### config.mk
export PLATFORM = sky130hd
export DESIGN_NAME = toe_req_issuer
export DESIGN_NICKNAME = d
export VERILOG_FILES = /design/src/rtl/toe_req_issuer.sv
export SDC_FILE = /design/constraint.sdc
export NUM_CORES = 1
export LEC_CHECK = 0
export CAP_MARGIN = 20
export CORE_ASPECT_RATIO = 0.6
export CORE_MARGIN = 4
export CORE_UTILIZATION = 50
export CTS_CLUSTER_DIAMETER = 60
export CTS_CLUSTER_SIZE = 30
export DETAILED_ROUTE_END_ITERATION = 16
export PLACE_DENSITY = 0.78
export SYNTH_ARGS = -nofsm -noshare
export SYNTH_HDL_FRONTEND = slang
export SYNTH_SLANG_ARGS = --single-unit
### constraint.sdc
create_clock -name clk -period 2.4 [get_ports clk]
set_input_delay 0.36 -clock clk [delete_from_list [all_inputs] [get_ports clk]]
set_output_delay 0.36 -clock clk [all_outputs]
set_load 0.005 [all_outputs]
### src/rtl/toe_req_issuer.sv
// Host command stage for the TOE connection table: Avalon-MM register file plus a
// single-outstanding req_code/reply handshake with timeout, guard release and done interrupt.
module toe_req_issuer #(
  parameter int TIMEOUT = 1024,
  parameter int GUARD   = 2
) (
  input  logic        clk,
  input  logic        rst,
  input  logic        chipselect,
  input  logic        write,
  input  logic        read,
  input  logic [3:0]  address,
  input  logic [31:0] writedata,
  output logic [31:0] readdata,
  output logic        irq,
  output logic [1:0]  req_code,
  output logic [7:0]  id_out,
  input  logic [7:0]  reply,
  output logic [31:0] ip_src,
  output logic [31:0] ip_dst,
  output logic [47:0] mac_src,
  output logic [47:0] mac_dst,
  output logic [15:0] port_src,
  output logic [15:0] port_dst,
  output logic [1:0]  dbg_state
);

  localparam int CW = $clog2(TIMEOUT) + 1;

  typedef enum logic [1:0] {S_IDLE, S_ISSUE, S_WAIT, S_RELEASE} state_t;

  state_t        state_q, state_d;
  logic [CW-1:0] cnt_q, cnt_d;
  logic [1:0]    code_q, code_d;
  logic [1:0]    req_code_q, req_code_d;
  logic [7:0]    reply_q, reply_d;
  logic          busy_q, busy_d, done_q, done_d, tmo_q, tmo_d, err_q, err_d;
  logic [31:0]   readdata_q, readdata_d;
  logic [31:0]   ip_src_q, ip_src_d, ip_dst_q, ip_dst_d;
  logic [47:0]   mac_src_q, mac_src_d, mac_dst_q, mac_dst_d;
  logic [15:0]   port_src_q, port_src_d, port_dst_q, port_dst_d;
  logic [7:0]    id_q, id_d;

  logic wr, rd, wr_guarded;

  // Valid/ready: the Avalon slave never stalls; a write or read strobe qualified by
  // chipselect is accepted on the edge where it is sampled, and readdata is valid one cycle later.
  assign wr = chipselect & write;
  assign rd = chipselect & read;
  assign wr_guarded = (address == 4'd0) || ((address >= 4'd2) && (address <= 4'd9));

  always_comb begin
    state_d    = state_q;
    cnt_d      = cnt_q;
    code_d     = code_q;
    req_code_d = req_code_q;
    reply_d    = reply_q;
    busy_d     = busy_q;
    done_d     = done_q;
    tmo_d      = tmo_q;
    err_d      = err_q;
    readdata_d = readdata_q;
    ip_src_d   = ip_src_q;
    ip_dst_d   = ip_dst_q;
    mac_src_d  = mac_src_q;
    mac_dst_d  = mac_dst_q;
    port_src_d = port_src_q;
    port_dst_d = port_dst_q;
    id_d       = id_q;

    if (rd) begin
      case (address)
        4'd1:    readdata_d = {27'b0, err_q, tmo_q, done_q, busy_q, 1'b0};
        4'd2:    readdata_d = ip_src_q;
        4'd3:    readdata_d = ip_dst_q;
        4'd4:    readdata_d = mac_src_q[31:0];
        4'd5:    readdata_d = {16'b0, mac_src_q[47:32]};
        4'd6:    readdata_d = mac_dst_q[31:0];
        4'd7:    readdata_d = {16'b0, mac_dst_q[47:32]};
        4'd8:    readdata_d = {port_src_q, port_dst_q};
        4'd9:    readdata_d = {24'b0, id_q};
        4'd10:   readdata_d = {24'b0, reply_q};
        default: readdata_d = 32'b0;
      endcase
      if (address == 4'd1)  err_d  = 1'b0;
      if (address == 4'd10) done_d = 1'b0;
    end

    // Tuple registers only move while idle, which keeps the table-facing outputs frozen
    // for the whole request; an attempted write while busy is dropped and flagged.
    if (wr && busy_q && wr_guarded) err_d = 1'b1;
    if (wr && !busy_q) begin
      case (address)
        4'd2:    ip_src_d = writedata;
        4'd3:    ip_dst_d = writedata;
        4'd4:    mac_src_d[31:0]  = writedata;
        4'd5:    mac_src_d[47:32] = writedata[15:0];
        4'd6:    mac_dst_d[31:0]  = writedata;
        4'd7:    mac_dst_d[47:32] = writedata[15:0];
        4'd8:    {port_src_d, port_dst_d} = writedata;
        4'd9:    id_d = writedata[7:0];
        default: ;
      endcase
    end

    case (state_q)
      S_IDLE: begin
        if (wr && (address == 4'd0) && (writedata[1:0] != 2'b00)) begin
          code_d  = writedata[1:0];
          busy_d  = 1'b1;
          tmo_d   = 1'b0;
          done_d  = 1'b0;
          state_d = S_ISSUE;
        end
      end
      S_ISSUE: begin
        req_code_d = code_q;
        cnt_d      = '0;
        state_d    = S_WAIT;
      end
      S_WAIT: begin
        if (reply != 8'd0) begin
          reply_d    = reply;
          req_code_d = 2'b00;
          cnt_d      = '0;
          state_d    = S_RELEASE;
        end else if (cnt_q == CW'(TIMEOUT - 1)) begin
          reply_d    = 8'd0;
          req_code_d = 2'b00;
          tmo_d      = 1'b1;
          cnt_d      = '0;
          state_d    = S_RELEASE;
        end else begin
          cnt_d = cnt_q + 1'b1;
        end
      end
      S_RELEASE: begin
        // Holding req_code at 00 lets the table block fall back into its wait state.
        if (cnt_q == CW'(GUARD - 1)) begin
          busy_d  = 1'b0;
          done_d  = 1'b1;
          state_d = S_IDLE;
        end else begin
          cnt_d = cnt_q + 1'b1;
        end
      end
      default: state_d = S_IDLE;
    endcase
  end

  always_ff @(posedge clk or negedge rst) begin
    if (!rst) begin
      state_q    <= S_IDLE;
      cnt_q      <= '0;
      code_q     <= 2'b00;
      req_code_q <= 2'b00;
      reply_q    <= 8'd0;
      busy_q     <= 1'b0;
      done_q     <= 1'b0;
      tmo_q      <= 1'b0;
      err_q      <= 1'b0;
      readdata_q <= 32'b0;
      ip_src_q   <= 32'b0;
      ip_dst_q   <= 32'b0;
      mac_src_q  <= 48'b0;
      mac_dst_q  <= 48'b0;
      port_src_q <= 16'b0;
      port_dst_q <= 16'b0;
      id_q       <= 8'd0;
    end else begin
      state_q    <= state_d;
      cnt_q      <= cnt_d;
      code_q     <= code_d;
      req_code_q <= req_code_d;
      reply_q    <= reply_d;
      busy_q     <= busy_d;
      done_q     <= done_d;
      tmo_q      <= tmo_d;
      err_q      <= err_d;
      readdata_q <= readdata_d;
      ip_src_q   <= ip_src_d;
      ip_dst_q   <= ip_dst_d;
      mac_src_q  <= mac_src_d;
      mac_dst_q  <= mac_dst_d;
      port_src_q <= port_src_d;
      port_dst_q <= port_dst_d;
      id_q       <= id_d;
    end
  end

  assign readdata  = readdata_q;
  assign irq       = done_q;
  assign req_code  = req_code_q;
  assign id_out    = id_q;
  assign ip_src    = ip_src_q;
  assign ip_dst    = ip_dst_q;
  assign mac_src   = mac_src_q;
  assign mac_dst   = mac_dst_q;
  assign port_src  = port_src_q;
  assign port_dst  = port_dst_q;
  assign dbg_state = state_q;

endmodule
==> out/qor.csv <==
metric,value,unit
first-pass GRT wire length,57100,um
fin crit period,2120,ps
post-CTS sizing,0,
fraction of layout cells with a size suffix above 1,27.8,%
kind of critical path,in2reg,
sequential share of the synthesized area,56.7,%
Root Buffer,clkbuf_16,
largest net degree at the start of global routing,85,
vias in the first global route,9077,
number of max-cap violations,0,
PortBufs,285,
minimum hold slack,347,ps
Tcrit/Tclk final,88.1,%
nets,1233,
DPL Wire Length,27200,um
Area growth syn-to-layout,36.7,%
Tightest Hold Check Type,in2reg,
synth unique cells,56,
Slew @ Worst Pin,828,ps
Peak VDD IR,0.542,mV
combinational cell fraction of total power,30.1,%
Internal,9.08,mW
mux cell area share after synthesis,23.5,%
syn avg cell area,13.3,um^2
Tot GR Track Use,28.6,%
Finished Layout Cells,1493,
Post-Syn Nets,921,
synthesized flop and latch total,261,
Inserted Clock Buffers,14,
drt first-iter violations,907,
Post-DP Area,15300,um^2
Cells after DPL,1469,
# DRC,0,
Crit Path Max Fanout,11,
number of synthesized flops with an enable pin,0,
xor/xnor share of the synthesized area,0.608,%
Main synth FF type,dfrtp_1,
Starting Density,51.6,%
Crit path required time,2800,ps
Arrival @ worst endpoint,2510,ps
Clock transition at path regs,100,ps
Final Wtd Congestion,0.890,
Worst path slowest cell,nor2b_1,
Antenna Nets Post-Route,0,
CTS tree,built,
Final Max Slew Viols,0,
Slew Limit Headroom,44.7,%
Vias,9012,
Seq. cell area,6530,um^2
initial antenna violation count,0,
multi-input combinational cell area,4780,um^2
fmax,473,MHz
CP endpoint kind,flop,
row count,42,
outcome,completed,
Fill cells,1602,
total global routing overflow,0,
Seq pwr share,47.5,%
cell area after layout,15800,um^2
Die Width,204,um
RSZ-0062 raised after global routing,false,
# setup viols final,0,
synthesized instance count,866,
final-report hold violation count,0,
R2R cell count,6,
Final Skew,23.3,ps
largest family of logic cells by synthesized area,multiplexers,
Net Switching,3.86,mW
Hold Path Depth,5,
IO Pins,286,
clk_lat worst skew,500,ps
YS warnings,0,
Die Y,126,um
Via-to-Cell Ratio,6.04,
switch share,29.8,%
H-tree depth,1,
Die ar.,25600,um^2
maximum buffer depth of the clock tree,3,
diode count,0,
Compound-Gate Fraction of Synth Area,10.3,%
# clock sinks,261,
crit-path max cell delay,690,ps
setup TNS,0,ps
pwr dens,821,nW/um^2
clock share of power,22.4,%
static leakage,6.87,nW
crit start category,input pin,
post-synthesis cell area,11500,um^2
simple-gate area share of the yosys netlist,5.95,%
share of synthesized flip-flops with an asynchronous set or reset,100,%
routed wire length,37600,um
core outline area,22300,um^2
Adder-Cell Fraction of Synth Area,0.651,%
WL/cell,25.2,um
Pre-Repair DR Iteration Count,7,
CP Cell Sequence,clkdlybuf4s50_1 -> buf_4 -> nor2b_1 -> a221oi_1 -> a211oi_1 -> a311oi_1 -> o21ai_0,
flip-flops by register name, indices dropped and copies added (netlist names), 8 cells and up:
register  cells
port_dst     16
id_out        8
mac_src      48
cnt_q        11
port_src     16
readdata     32
ip_src       32
mac_dst      48
ip_dst       32
reply_q       8
cell usage after synthesis, types with 5 or more instances:
cell type	instances	area share, %
dfrtp_1	261	57
mux2_2	220	21
clkbuf_1	35	1.1
nand2_1	32	1.0
a22oi_1	31	2.0
a21oi_1	26	1.1
nor2_1	24	0.78
a222oi_1	22	1.9
o21ai_0	18	0.78
buf_2	17	0.74
a21o_1	16	1.0
a22o_1	15	1.1
nor3_1	13	0.56
nor2b_1	11	0.60
mux2i_1	9	0.78
nand3_1	9	0.39
inv_1	7	0.23
ha_1	6	0.65
and2_1	5	0.27
buf_1	5	0.16
mux4_2	5	0.98
nand2b_1	5	0.27
xor2_1	5	0.38
cell families (layout without fill, tap and decap cells):
family	count (synthesis)	in the layout
adders and majority gates	6	6
buffers and inverters	64	383
muxes	237	237
xor gates and xnor gates	8	8
and+or+nand+nor	129	129
DFF	261	261
AOI/OAI and AO/OA	161	161
power groups by stage:
stage / sequential [mW] / clock [mW] / combinational, mW
finish: 6.15 / 2.90 / 3.90
global route: 6.26 / 3.10 / 4.17
CTS: 6.13 / 2.92 / 3.92
detailed placement: 6.21 / 0 / 3.89
global placement: 6.20 / 0 / 3.81
floorplan: 6.02 / 0 / 1.43
per-stage QoR:
stage                     util (%)  total power, mW  setup WS [ps]
after global placement        68.3             10.0           -138
after CTS                     70.5             13.0            322
after floorplan                  -             7.45            255
after detailed placement      68.3             10.1           -164
after global routing          70.5             13.5            174
final                         70.5             12.9            285
critical path: cells and delay by family:
kind                   cells  cell delay (ps)
AOI/OAI and AO/OA          4              770
and+or+nand+nor            1              690
buffers and inverters      2              690
cell usage in the layout, fill, tap and decap left out, types with 4 or more instances in the layout:
master,count
buf_4,53
nor4_1,4
a31oi_1,4
xor2_1,5
nand2_1,32
nor2_1,23
mux4_2,5
and3_1,4
clkdlybuf4s50_1,283
a22o_1,15
nor3_1,11
o21ai_0,18
a21o_1,16
nand3_1,9
buf_12,14
nor2b_1,11
dfrtp_1,261
a21oi_1,26
a211oi_1,4
ha_1,6
a222oi_1,22
mux2_2,220
inv_1,7
nand4_1,4
a32oi_1,4
a22oi_1,31
and2_2,4
clkbuf_16,15
nand2b_1,5
mux2i_1,9
path summary, 6_finish.rpt:
kind / startpoint / end / slack [ps]
min reg2reg: code_q[1]$_DFFE_PN0P_ / req_code[1]$_DFFE_PN0P_ / 480
min: address[0] / busy_q$_DFFE_PN0P_ / 350
max reg2reg: cnt_q[1]$_DFFE_PN0P_ / dbg_state[1]$_DFFE_PN0P_ / 300
max: address[2] / readdata[7]$_DFFE_PN0N_ / 280
max in group asynchronous: rst / readdata[19]$_DFFE_PN0N_ / 1190
min in group asynchronous: rst / mac_dst[32]$_DFFE_PN0P_ / 440
cell type report:
cell class | count | area share [%]
Sequential cell | 261 | 41.5
Clock buffer | 16 | 2.41
Multi-Input combinational cell | 541 | 30.3
Clock inverter | 7 | 0.699
Tap cell | 308 | 2.45
Inverter | 7 | 0.167
Timing Repair Buffer | 353 | 22.5
routing by layer:
| layer | vias to the layer above | track usage [%] | wire length (um) |
|---|---|---|---|
| li1 | 3884 | - | - |
| met1 | 4607 | 43.6 | 16700 |
| met2 | 475 | 41.9 | 16200 |
| met3 | 46 | 8.50 | 4230 |
| met4 | 0 | 4.57 | 512 |
| met5 | - | 0 | 0 |
repair_timing:
item	4_1_cts	5_1_grt
buffers inserted	0	0
hold buffers	1	0
hold endpoints to repair	74	0
(Power assumes the default switching activity.)
